<file path="config.mk">
export PLATFORM = sky130hd
export DESIGN_NAME = hazard_ctrl
export DESIGN_NICKNAME = d
export VERILOG_FILES = /design/src/rtl/riscv_pipe_pkg.sv /design/src/rtl/sat_counter.sv /design/src/rtl/hazard_ctrl.sv
export SDC_FILE = /design/constraint.sdc
export NUM_CORES = 1
export LEC_CHECK = 0
export ABC_AREA = 1
export CAP_MARGIN = 30
export CORE_UTILIZATION = 54
export CTS_BUF_LIST = sky130_fd_sc_hd__clkbuf_4 sky130_fd_sc_hd__clkbuf_8
export CTS_CLUSTER_DIAMETER = 200
export DETAILED_ROUTE_END_ITERATION = 8
export PLACE_DENSITY = 0.8
export RECOVER_POWER = 100
export SYNTH_ARGS = -nofsm -noshare
export SYNTH_HDL_FRONTEND = slang
export SYNTH_SLANG_ARGS = --single-unit
</file>
<file path="constraint.sdc">
create_clock -name clk -period 2.1 [get_ports clk]
set_input_delay 0.315 -clock clk [delete_from_list [all_inputs] [get_ports clk]]
set_output_delay 0.315 -clock clk [all_outputs]
set_load 0.01 [all_outputs]
</file>
<file path="src/rtl/riscv_pipe_pkg.sv">
// Shared pipeline definitions for the 5-stage RISC-V core: hazard FSM states,
// register-index width and the NOP/bubble encodings used by the stall mux.
package riscv_pipe_pkg;

    localparam int unsigned REG_W = 5;

    typedef enum logic [1:0] {
        RUN      = 2'd0,
        LU_STALL = 2'd1,
        MEM_WAIT = 2'd2
    } hz_state_t;

    // Stall mux select encodings and the instruction a flushed register holds.
    localparam logic        PASS_SEL   = 1'b1;
    localparam logic        BUBBLE_SEL = 1'b0;
    localparam logic [31:0] NOP_INSTR  = 32'h0000_0013;

endpackage

</file>
<file path="src/rtl/sat_counter.sv">
// Saturating up-counter with asynchronous active-low clear.
module sat_counter #(
    parameter int unsigned WIDTH = 16
) (
    input  logic             clk,
    input  logic             rst_n,
    input  logic             en,
    output logic [WIDTH-1:0] count
);

    always_ff @(posedge clk or negedge rst_n) begin
        if (!rst_n) begin
            count <= '0;
        end else if (en && (count != '1)) begin
            count <= count + 1'b1;
        end
    end

endmodule

</file>
<file path="src/rtl/hazard_ctrl.sv">
// ID-stage hazard controller: load-use interlock, taken-branch flush and a timed
// data-memory wait FSM, with saturating stall/flush event counters.
module hazard_ctrl
    import riscv_pipe_pkg::*;
#(
    parameter int unsigned LOAD_USE_BUBBLES = 1,
    parameter int unsigned MEM_TIMEOUT      = 255,
    parameter int unsigned CNT_W            = 16
) (
    input  logic             clk,
    input  logic             rst_n,
    input  logic [REG_W-1:0] IFID_rs1,
    input  logic [REG_W-1:0] IFID_rs2,
    input  logic             IFID_uses_rs2,
    input  logic             IDEX_Mem_rd,
    input  logic [REG_W-1:0] IDEX_rd,
    input  logic             branch_taken,
    input  logic             dmem_req,
    input  logic             dmem_ready,
    output logic             Mux_stall_sel,
    output logic             PC_write,
    output logic             IFID_write,
    output logic             IFID_flush,
    output logic             IDEX_flush,
    output logic             pipe_hold,
    output logic             mem_err,
    output logic [CNT_W-1:0] stall_cnt,
    output logic [CNT_W-1:0] flush_cnt
);

    localparam logic [1:0]  BUB_INIT = 2'(LOAD_USE_BUBBLES - 1);
    localparam logic [15:0] TIMEOUT  = 16'(MEM_TIMEOUT);

    hz_state_t   state, state_nxt;
    logic [15:0] wait_cnt, wait_nxt;
    logic [1:0]  bub_cnt, bub_nxt;
    logic        luh, mem_stall, decode;

    assign luh = IDEX_Mem_rd && (IDEX_rd != '0) &&
                 ((IDEX_rd == IFID_rs1) || (IFID_uses_rs2 && (IDEX_rd == IFID_rs2)));
    assign mem_stall = dmem_req && !dmem_ready;

    // Outputs are Mealy so the PC never advances past a hazard; decode marks the
    // cycles where the ordinary branch/load-use priority applies, including release.
    always_comb begin
        Mux_stall_sel = PASS_SEL;
        PC_write      = 1'b1;
        IFID_write    = 1'b1;
        IFID_flush    = 1'b0;
        IDEX_flush    = 1'b0;
        pipe_hold     = 1'b0;
        mem_err       = 1'b0;
        decode        = 1'b0;
        state_nxt     = state;
        wait_nxt      = wait_cnt;
        bub_nxt       = bub_cnt;

        unique case (state)
            RUN: begin
                if (mem_stall) begin
                    pipe_hold  = 1'b1;
                    PC_write   = 1'b0;
                    IFID_write = 1'b0;
                    state_nxt  = MEM_WAIT;
                    wait_nxt   = 16'd1;
                end else begin
                    decode = 1'b1;
                end
            end
            LU_STALL: begin
                if (mem_stall) begin
                    pipe_hold  = 1'b1;
                    PC_write   = 1'b0;
                    IFID_write = 1'b0;
                    state_nxt  = MEM_WAIT;
                    wait_nxt   = 16'd1;
                end else begin
                    Mux_stall_sel = BUBBLE_SEL;
                    PC_write      = 1'b0;
                    IFID_write    = 1'b0;
                    if (bub_cnt == 2'd1) state_nxt = RUN;
                    else                 bub_nxt   = bub_cnt - 2'd1;
                end
            end
            MEM_WAIT: begin
                if (dmem_ready) begin
                    decode    = 1'b1;
                    state_nxt = RUN;
                end else if (wait_cnt == TIMEOUT) begin
                    mem_err   = 1'b1;
                    decode    = 1'b1;
                    state_nxt = RUN;
                end else begin
                    pipe_hold  = 1'b1;
                    PC_write   = 1'b0;
                    IFID_write = 1'b0;
                    wait_nxt   = wait_cnt + 16'd1;
                end
            end
            default: state_nxt = RUN;
        endcase

        if (decode) begin
            if (branch_taken) begin
                IFID_flush = 1'b1;
                IDEX_flush = 1'b1;
                PC_write   = 1'b1;
            end else if (luh) begin
                Mux_stall_sel = BUBBLE_SEL;
                PC_write      = 1'b0;
                IFID_write    = 1'b0;
                if (LOAD_USE_BUBBLES > 1) begin
                    state_nxt = LU_STALL;
                    bub_nxt   = BUB_INIT;
                end
            end
        end

        if (!rst_n) begin
            Mux_stall_sel = PASS_SEL;
            PC_write      = 1'b1;
            IFID_write    = 1'b1;
            IFID_flush    = 1'b0;
            IDEX_flush    = 1'b0;
            pipe_hold     = 1'b0;
            mem_err       = 1'b0;
        end
    end

    always_ff @(posedge clk or negedge rst_n) begin
        if (!rst_n) begin
            state    <= RUN;
            wait_cnt <= '0;
            bub_cnt  <= '0;
        end else begin
            state    <= state_nxt;
            wait_cnt <= wait_nxt;
            bub_cnt  <= bub_nxt;
        end
    end

    sat_counter #(.WIDTH(CNT_W)) u_stall_cnt (
        .clk   (clk),
        .rst_n (rst_n),
        .en    ((Mux_stall_sel == BUBBLE_SEL) || pipe_hold),
        .count (stall_cnt)
    );

    sat_counter #(.WIDTH(CNT_W)) u_flush_cnt (
        .clk   (clk),
        .rst_n (rst_n),
        .en    (IFID_flush),
        .count (flush_cnt)
    );

endmodule

</file>
==> results of run 1 <==
==> per-layer routing <==
| metal | global-route usage [%] | routed length, um |
|---|---|---|
| met4 | 8.929 | 149 |
| met1 | 31.94 | 3258 |
| met5 | 0 | 0 |
| met2 | 47.52 | 3940 |
| met3 | 4.000 | 236 |
==> layout make-up <==
type                            instances  area (sq um)  share of cell area [%]
Multi-Input combinational cell        333          1733                   41.86
Sequential cell                        49          1226                   29.62
Timing Repair Buffer                   90         775.7                   18.74
Inverter                               58         217.7                   5.258
Tap cell                               75         93.84                   2.267
Clock buffer                            5         68.82                   1.662
Clock inverter                          3         25.02                  0.6044
==> registers in the layout, indices dropped and copies added (netlist names) <==
register / flops
u_flush_cnt.count: 16
wait_cnt: 16
u_stall_cnt.count: 16
state: 1
==> layout by cell type (no fill, tap or decap), drive strengths merged <==
| cell | instances |
|---|---|
| nand2 | 140 |
| inv | 59 |
| nor2 | 50 |
| dfrtp | 49 |
| nand3 | 49 |
| dlygate4sd3 | 32 |
| buf | 27 |
| o21ai | 21 |
| xnor2 | 20 |
| clkdlybuf4s50 | 20 |
| xor2 | 19 |
| clkbuf | 16 |
| nor3 | 15 |
| nand4 | 9 |
| o31ai | 4 |
| ha | 3 |
| or2 | 1 |
| a21oi | 1 |
| o21a | 1 |
| clkinv | 1 |
| clkinvlp | 1 |
==> Yosys cell counts <==
master | n | area [sq um]
nor2_2 | 1 | 6.260
buf_8 | 1 | 15.01
nand3_1 | 45 | 225.2
buf_4 | 3 | 22.52
nor2_1 | 48 | 180.2
dfrtp_1 | 49 | 1226
a21oi_1 | 1 | 5.000
xor2_1 | 19 | 166.4
nand3_2 | 3 | 30.03
nand2_1 | 131 | 491.7
nor3_1 | 14 | 70.07
nand3_4 | 1 | 17.52
o21a_1 | 1 | 7.510
nand2_2 | 9 | 56.30
nor2_4 | 1 | 11.26
inv_2 | 2 | 7.510
o21ai_2 | 10 | 87.58
ha_1 | 3 | 37.54
xnor2_1 | 20 | 175.2
nand4_1 | 8 | 50.05
or2_2 | 1 | 6.260
buf_2 | 4 | 20.02
inv_1 | 56 | 210.2
o31ai_1 | 4 | 30.03
o21ai_1 | 9 | 45.04
clkbuf_1 | 1 | 3.750
buf_6 | 3 | 33.78
nor3_4 | 1 | 16.27
nand4_2 | 1 | 12.51
o21ai_0 | 2 | 10.01
==> final timing paths <==
check                                 startpoint               endpoint  slack [ns]  cells past startpoint
max                                  wait_cnt[0]              pipe_hold         0.1                      8
min                                        rst_n            wait_cnt[1]        0.17                      2
max reg2reg                 u_stall_cnt.count[0]   u_stall_cnt.count[6]        0.15                      7
min reg2reg                u_flush_cnt.count[15]  u_flush_cnt.count[15]        0.53                      2
max in group asynchronous                  rst_n  u_stall_cnt.count[14]        0.83                      2
min in group clk           u_flush_cnt.count[15]  u_flush_cnt.count[15]        0.53                      2
==> cell families (layout without fill, tap and decap cells) <==
family / Yosys count / count (layout) / share of synthesized area, %
buf+inv: 70 / 156 / 9.545
simple gates: 264 / 264 / 35.82
xor+xnor: 39 / 39 / 10.42
fa+ha+maj: 3 / 3 / 1.146
flops: 49 / 49 / 37.42
compound gates: 27 / 27 / 5.651
==> per-stage QoR <==
stage	instance area (sq um)	power [mW]
detailed placement	4094	1.844
finish	4140	2.358
global route	4140	2.499
CTS	4193	2.425
global placement	4094	1.807
floorplan	3277	1.507
==> repair_timing <==
action                                 4_1_cts  5_1_grt
endpoints found under the hold margin        0        0
setup endpoints to repair                    7       20
setup buffers                                1        1
gates resized for setup                     15       12
pin swaps                                    3        1
==> power by group through the flow <==
stage | Combinational [mW] | Clock (mW) | Sequential [mW]
2_1_floorplan | 0.309 | 0 | 1.20
3_3_place_gp | 0.634 | 0 | 1.17
3_5_place_dp | 0.658 | 0 | 1.19
4_1_cts | 0.658 | 0.599 | 1.17
5_1_grt | 0.678 | 0.637 | 1.18
6_report | 0.608 | 0.585 | 1.17
==> worst register-to-register path, cell delays in order (launching register included) <==
cell and delay, ns:
dfrtp_1 0.44, ha_1 0.22, nand3_1 0.15, nor2_2 0.28, nand4_2 0.31, buf_2 0.29, nand3_1 0.10, nand2_1 0.06
==> summary.txt, run 1 <==
Timing
  – RSZ-0062 raised after global routing: no
  – Setup TNS: 0 ns
  – Tcrit/Tclk final: between 90% and 100%
  – Final Skew: about 0.015 ns
  – Max transition margin: ~17%
  – Final number of hold-violating endpoints: 0
  – Setup ws final: 0.09920 ns
  – Worst hold slack: 0.1738 ns
  – Min cycle time layout: between 2 and 2.5 ns
  – Max Slew Vio Count: 0
  – Worst-margin pin slew: about 1.2 ns
  – Fmax: 499.8 MHz
  – # setup viols final: 0

Power
  – Sw frac: 33.06%
  – Cell Pwr Density: about 570 mW/mm^2
  – Comb pwr share: about 26%
  – Sequential power share: 49.4%
  – Clock power frac: roughly a quarter
  – Leakage power: 1.981 nW
  – Switching pwr: approximately 800 uW
  – Pint: about 1.6 mW
  – Peak VDD IR: 522.1 uV

Floorplan
  – Die Height: between 70 and 80 um
  – # IOs: 61
  – CORE AREA: between 0.005 and 0.006 sq mm
  – Row Count: 28
  – Die Width: 79.90 um
  – Area of the die: roughly 0.0064 sq mm
  – Initial core utilization: 55.68%

Worst setup path
  – Critical Path Source Type: flop
  – Delay-heaviest family, CP: flip-flops
  – Crit path buf inv count: 3
  – Critical setup path kind: reg -> out
  – Worst EP required: 1.78 ns
  – Worst path arrival time: 1.69 ns
  – Top cell by count, worst path: nand2_2
  – Slowest cell on crit path: dfrtp_1
  – Slowest stage delay, CP: between 0.4 and 0.5 ns
  – CP max FO: 3
  – Critical-path cell list: ha_2, nand2_2, nor3_4, nand2_2, nand4_1, buf_4, inv_1, buf_2
  – Worst Setup End Kind: primary output

Synth
  – Synth Warn #: 0
  – Sequential cell area fraction in the yosys report: between 30 and 40%
  – Post-synth cell types: 30
  – Mapped Avg Cell Area: 7.250 sq um
  – Register bit total from synthesis: between 40 and 50
  – Mapped Area: around 0.0033 sq mm
  – Post-synthesis cell count: 452
  – Syn Nets: 477

Clocking
  – CTS max path bufs: 2
  – H-tree depth: 2
  – CTS tree: done
  – Worst-path clk slew: 0.09 ns
  – # hold bufs at CTS: 0
  – Root buffer cell: clkbuf_8
  – Clk Latency, worst-skew pair: between 0.3 and 0.4 ns
  – CTS Buf Count: 5
  – Clk sink count: 49

Detailed routing
  – Vias per inst: 5.122
  – Antenna viol nets, final: 0
  – DRT Wirelength: ~7.6 mm
  – Drt initial violations: ~110
  – Detailed-router iteration count before antenna repair: 4
  – Via count: 3,140
  – Wire per inst: roughly 12 um
  – # DRC: 0

Finish
  – Fill cells: 490
  – Finished Core Util: 70.34%
  – Layout cell share with drive strength beyond 1: about 12%
  – Layout Area Growth over Synthesis: 26.35%
  – N_diodes: 0
  – Final Non-Filler Cells: between 600 and 700
  – NumNets Final: roughly 560

Global routing
  – Initial antenna violation count: 0
  – Largest net degree at the start of global routing: 30
  – Global-route usage over all layers: between 20% and 30%
  – Vias in the first global route: 3,089
  – GR Overflow Total: 0
  – First-pass GRT wire length: 13.25 mm

Placement
  – Buffers on Ports: 60
  – Hpwl dp: roughly 5.9 mm
  – RePlAce Congestion: about 0.91
  – Pre-CTS WS: -0.2315 ns
  – Placed insts: ~600

Run status
  – Status: finished, final reports clean

Flow run
  – Max-Cap Viols: 0

Min path
  – Tightest Hold Check Type: in -> async
No activity file was read; power rests on OpenSTA's default activity.
==> inputs of run 2 (changes only) <==
--- a/config.mk
+++ b/config.mk
@@ -9,7 +9,7 @@
 export CAP_MARGIN = 30
 export CORE_UTILIZATION = 54
 export CTS_BUF_LIST = sky130_fd_sc_hd__clkbuf_4 sky130_fd_sc_hd__clkbuf_8
-export CTS_CLUSTER_DIAMETER = 200
+export CTS_CLUSTER_DIAMETER = 50
 export DETAILED_ROUTE_END_ITERATION = 8
 export PLACE_DENSITY = 0.8
 export RECOVER_POWER = 100
==> results of run 2 <==
No change in the layout: final DEF, timing and power equal those of run 1.
==> inputs of run 3 (changes only) <==
--- a/config.mk
+++ b/config.mk
@@ -7,11 +7,13 @@
 export LEC_CHECK = 0
 export ABC_AREA = 1
 export CAP_MARGIN = 30
-export CORE_UTILIZATION = 54
+export CORE_MARGIN = 5
+export CORE_UTILIZATION = 65
 export CTS_BUF_LIST = sky130_fd_sc_hd__clkbuf_4 sky130_fd_sc_hd__clkbuf_8
 export CTS_CLUSTER_DIAMETER = 50
 export DETAILED_ROUTE_END_ITERATION = 8
-export PLACE_DENSITY = 0.8
+export DONT_BUFFER_PORTS = 1
+export PLACE_DENSITY = 0.79
 export RECOVER_POWER = 100
 export SYNTH_ARGS = -nofsm -noshare
 export SYNTH_HDL_FRONTEND = slang
==> run 3 against run 2 <==
Effect of this change: via count decreased by 8.7%; final area shrank 15%; power decreased by 0.75%; first-iteration DRC count grew 90%; register-to-register slack gained 0.04 ns; routed wire length is 7.7% lower; clock power increased by 21%; clock skew down 0.0068 ns; combinational power is 27% lower; fmax shrank 1.3%.
==> summary.txt, run 3 (same netlist as run 1, synthesis figures left out) <==
Run status
  – Status: finished, final reports clean (unchanged)

Timing
  – Max Slew Vio Count: 0 (unchanged)
  – Tcrit/Tclk final: 96.56% (was 95.28%)
  – Final Skew: 0.007971 ns (was 0.01479 ns)
  – Max transition margin: 21.13% (was 17.48%)
  – Min cycle time layout: 2.028 ns (was 2.001 ns)
  – # setup viols final: 0 (unchanged)
  – Worst hold slack: 0.2474 ns (was 0.1738 ns)
  – Worst-margin pin slew: 1.183 ns (was 1.238 ns)
  – Setup ws final: 0.07228 ns (was 0.09920 ns)
  – Final number of hold-violating endpoints: 0 (unchanged)
  – Setup TNS: 0 ns (unchanged)
  – Fmax: 493.2 MHz (was 499.8 MHz)

Finish
  – Finished Core Util: 73.48% (was 70.34%)
  – Commonest non-fill, non-tap cell in the layout: nand2_1 (unchanged)
  – Largest regs: u_flush_cnt.count x16, u_stall_cnt.count x16, wait_cnt x16 (unchanged)
  – Post-route cell area: 0.003540 sq mm (was 0.004140 sq mm)
  – Layout cell share with drive strength beyond 1: 13.06% (was 12.27%)
  – N_diodes: 0 (unchanged)
  – Final Non-Filler Cells: 534 (was 613)
  – Layout Area Growth over Synthesis: 8.018% (was 26.35%)
  – Most frequent cells in the layout: 129 x nand2_1, 53 x inv_1, 48 x nor2_1, 48 x dfrtp_1, 45 x nand3_1 (was 131 x nand2_1, 57 x inv_1, 49 x dfrtp_1)
  – NumNets Final: 491 (was 562)

Power
  – Sw frac: 31.55% (was 33.06%)
  – Sequential power share: 50.8% (was 49.4%)
  – Comb pwr share: 18.9% (was 25.8%)
  – Switching pwr: 738.4 uW (was 779.6 uW)
  – Total power draw: 2.341 mW (was 2.358 mW)
  – Leakage power: 1.628 nW (was 1.981 nW)
  – Peak VDD IR: 368.4 uV (was 522.1 uV)
  – Cell Pwr Density: 661.2 mW/mm^2 (was 569.6 mW/mm^2)
  – Pint: 1.602 mW (was 1.579 mW)
  – Clock power frac: 30.3% (was 24.8%)

Floorplan
  – Area of the die: 0.006561 sq mm (was 0.006384 sq mm)
  – Initial core utilization: 68.03% (was 55.68%)
  – Die Height: 81 um (was 79.90 um)
  – Die Width: 81 um (was 79.90 um)
  – CORE AREA: 0.004817 sq mm (was 0.005886 sq mm)
  – # IOs: 61 (unchanged)
  – Row Count: 25 (was 28)

Min path
  – Tightest Hold Check Type: in -> reg (was in -> async)

Worst setup path
  – Worst Setup End Kind: primary output (unchanged)
  – Critical setup path kind: reg -> out (unchanged)
  – Critical Path Source Type: flop (unchanged)
  – CP max FO: 5 (was 3)
  – Worst path arrival time: 1.71 ns (was 1.69 ns)
  – R2R setup slack: 0.19 ns (was 0.15 ns)
  – Worst EP required: 1.78 ns (about the same)

Detailed routing
  – # DRC: 0 (unchanged)
  – Wire per inst: 13.11 um (was 12.37 um)
  – Antenna viol nets, final: 0 (unchanged)
  – Drt initial violations: 200 (was 105)
  – Vias per inst: 5.367 (was 5.122)
  – Via count: 2,866 (was 3,140)
  – Detailed-router iteration count before antenna repair: 4 (unchanged)
  – DRT Wirelength: 6.999 mm (was 7.585 mm)

Global routing
  – Global Route met1 Usage: 27.76% (was 31.94%)
  – Vias in the first global route: 2,755 (was 3,089)
  – GR Util met2: 39.90% (was 47.52%)
  – GR Overflow Total: 0 (unchanged)
  – GR met3 Demand/Resource: 6.652% (was 4.000%)
  – Initial antenna violation count: 1 (was 0)
  – Global-route usage over all layers: 23.26% (was 26.42%)
  – First-pass GRT wire length: 11.97 mm (was 13.25 mm)
  – Largest net degree at the start of global routing: 50 (was 30)
  – GR peak layer: met2 (unchanged)

Clocking
  – Worst-path clk slew: 0.10 ns (was 0.09 ns)
  – CTS Buf Count: 5 (unchanged)
  – Root buffer cell: clkbuf_8 (unchanged)
  – CTS max path bufs: 2 (unchanged)
  – CTS tree: done (unchanged)
  – Clk Latency, worst-skew pair: 0.30 ns (was 0.31 ns)
  – H-tree depth: 2 (unchanged)
  – Clk sink count: 49 (unchanged)

Placement
  – Cell Area, Placed: 0.003326 sq mm (was 0.004094 sq mm)
  – Pre-CTS WS: 0.1284 ns (was -0.2315 ns)
  – Buffers on Ports: 0 (was 60)
  – Placed insts: 515 (was 603)
  – Hpwl dp: 5.069 mm (was 5.897 mm)
  – RePlAce Congestion: 0.8823 (was 0.9091)

Flow run
  – Max-Cap Viols: 0 (unchanged)
## run 3: what timing repair did
item,in CTS,in global routing
resized for setup,3,6
setup endpoints to repair,5,21
hold buffers,2,0
endpoints found under the hold margin,49,0
buffers inserted,3,6
pin swaps,1,4
## run 3: layout make-up
cell class	count	area (sq um)
clock buffer	6	82.58
sequential	49	1227
clock inverter	2	37.54
timing repair buffer	19	135.1
fill	399	1277
multi-input combinational	333	1755
inverter	58	217.7
tap	67	83.83
## run 3: critical path, cell delays in order (launching register included)
cell	delay, ns
dfrtp_1	0.48
nand3_2	0.15
nor3_4	0.24
nand2_2	0.13
nand4_1	0.20
buf_4	0.14
inv_1	0.08
## run 3: per-layer routing
metal	up-vias	wire length, um
met5	-	20
met4	2	85
met3	13	522
met2	87	3417
met1	1316	2954
li1	1448	-
## run 3: power groups by stage
| stage | registers, mW | logic, mW | clock network [mW] |
|---|---|---|---|
| floorplan | 1.20 | 0.309 | 0 |
| global placement | 1.20 | 0.391 | 0 |
| detailed placement | 1.21 | 0.406 | 0 |
| CTS | 1.18 | 0.446 | 0.723 |
| global route | 1.21 | 0.514 | 0.760 |
| finish | 1.19 | 0.442 | 0.710 |
## run 3: worst paths after layout
| kind | start | to | depth (start not counted) |
|---|---|---|---|
| worst max-delay path | wait_cnt[3] | pipe_hold | 6 |
| worst min-delay path | dmem_req | wait_cnt[8] | 3 |
| worst max register to register | u_stall_cnt.count[0] | u_stall_cnt.count[0] | 7 |
| worst min register to register | wait_cnt[14] | wait_cnt[14] | 2 |
| max in group asynchronous | rst_n | state[1] | 2 |
| min in group asynchronous | rst_n | u_stall_cnt.count[8] | 2 |
==> variant (flow settings as in run 2) <==
The parameter `CNT_W` goes from 16 to 12.
--- a/src/rtl/hazard_ctrl.sv
+++ b/src/rtl/hazard_ctrl.sv
@@ -5,7 +5,7 @@
 #(
     parameter int unsigned LOAD_USE_BUBBLES = 1,
     parameter int unsigned MEM_TIMEOUT      = 255,
-    parameter int unsigned CNT_W            = 16
+    parameter int unsigned CNT_W            = 12
 ) (
     input  logic             clk,
     input  logic             rst_n,
Ports: changed (resized flush_cnt and stall_cnt); port bits go from 61 to 53. No check against the original RTL was run, so the function may have changed too.
==> variant against run 2 <==
- setup slack got worse by 0.025 ns
- final cell count decreased by 14%
- routed wire length decreased by 2.0%
- total power decreased by 3.3%
- synthesized area decreased by 16%
- non-clock buffer count decreased by 11
- global-route usage increased by 0.66 points
- design area decreased by 13%
- sequential cell count decreased by 8
==> variant: results (changes against run 2) <==
.. list-table::
   :header-rows: 1

   * - Metric
     - Value
   * - Outcome
     - finished, final reports clean
   * - Clock skew after layout
     - 0.0107 ns (-0.00412 ns)
   * - Syn_area_per_cell
     - 7.19 um^2 (-0.81%)
   * - Peak supply drop
     - 588 uV (+13%)
   * - Share of layout cells above drive strength 1
     - 13.2% (+0.91 points)
   * - Largest registers
     - wait_cnt: 16 flops, u_flush_cnt.count: 12 flops, u_stall_cnt.count: 12 flops
   * - Distinct cell type count of the synthesized netlist
     - 29 (-3.3%)
   * - DRT met1 WL
     - 3.23 mm (-0.98%)
   * - Total GRT Usage
     - 27.1% (+0.66 points)
   * - Largest stage delay on the critical path
     - 0.52 ns (+0.11 ns)
   * - Main area contributors after synthesis
     - sky130_fd_sc_hd__dfrtp_1 (37%), sky130_fd_sc_hd__nand2_1 (16%), sky130_fd_sc_hd__nand3_1 (8.5%)
   * - Detail Placement HPWL
     - 5.10 mm (-14%)
   * - Share of the yosys chip area belonging to registers
     - 37.2% (-0.26 points)
   * - Startpoint of the most critical setup path
     - IDEX_rd[3]
   * - Type of the most critical hold path
     - register to register
   * - Number of vias after detailed routing
     - 2796 (-11%)
   * - # nets final
     - 487 (-13%)
   * - Routed len/inst
     - 14.0 um (+13%)
   * - Top cells by count, synth
     - sky130_fd_sc_hd__nand2_1 (118), sky130_fd_sc_hd__nand3_1 (47), sky130_fd_sc_hd__inv_1 (45)
   * - Cell count of the worst reg-to-reg path
     - 9 (+2)
   * - FF-to-FF Start
     - wait_cnt[1]
   * - Overall routed net length
     - 7.43 mm (-2.0%)
   * - Area share of fa/ha/maj cells after synthesis
     - 1.36% (+0.21 points)
   * - Dominant delay contributor by cell family on the critical path
     - buffers and inverters
   * - Met3 GRT Util
     - 5.62% (+1.6 points)
   * - Met3 Wirelength
     - 539 um (+130%)
   * - Routing usage on met1
     - 34.9% (+3.0 points)
   * - Port buffer count
     - 52 (-13%)
   * - Placed Cells incl. Taps
     - 519 (-14%)
   * - First-pass GRT wire length
     - 11.2 mm (-15%)
   * - First-pass detailed-route iteration total
     - 7 (+3)
[variant: changes by cell type in the layout (fill, tap and decap cells not counted), moves of 9 or more]
cell / run 2 / this run
sky130_fd_sc_hd__dfrtp_1: 49 / 40
sky130_fd_sc_hd__dlygate4sd3_1: 32 / 14
sky130_fd_sc_hd__inv_1: 57 / 45
sky130_fd_sc_hd__nand2_1: 131 / 118
sky130_fd_sc_hd__nand4_1: 8 / 17
sky130_fd_sc_hd__nor2_1: 48 / 28
sky130_fd_sc_hd__xor2_1: 19 / 10
[variant: timing repair]
| action | in CTS | in global routing |
|---|---|---|
| endpoints found under the hold margin | 0 | 0 |
| pin swaps | 1 | 4 |
| setup endpoints to repair | 7 | 7 |
| buffers inserted | 1 | 2 |
| resized for setup | 10 | 16 |
[variant: cell type report]
class / count / area [um^2]
inverters: 46 / 175
well taps: 67 / 83.8
multi-input cells: 289 / 1530
repair buffers: 79 / 703
flip-flops and latches: 41 / 1030
clock inverters: 1 / 5.00
fillers: 396 / 1200
clock buffers: 7 / 96.3
[variant: stage by stage]
| step | setup WS (ns) | instance area [um^2] |
|---|---|---|
| 6_report | 0.0741 | 3620 |
| 5_1_grt | -0.0228 | 3620 |
| 4_1_cts | -0.0109 | 3580 |
| 3_5_place_dp | -0.182 | 3470 |
| 3_3_place_gp | -0.147 | 3470 |
| 2_1_floorplan | 0.186 | 2760 |
[variant: tightest hold or removal path, cell delays in order (launching register included)]
cell and delay (ns):
sky130_fd_sc_hd__dfrtp_1 0.36, sky130_fd_sc_hd__nand2_1 0.06, sky130_fd_sc_hd__nand2_1 0.05
[variant: power breakdown]
part	total [mW]	internal [mW]	switching, mW	leakage [nW]
Clock	0.588	0.298	0.290	0.0542
Sequential	1.02	0.877	0.143	0.556
Combinational	0.673	0.334	0.338	1.19
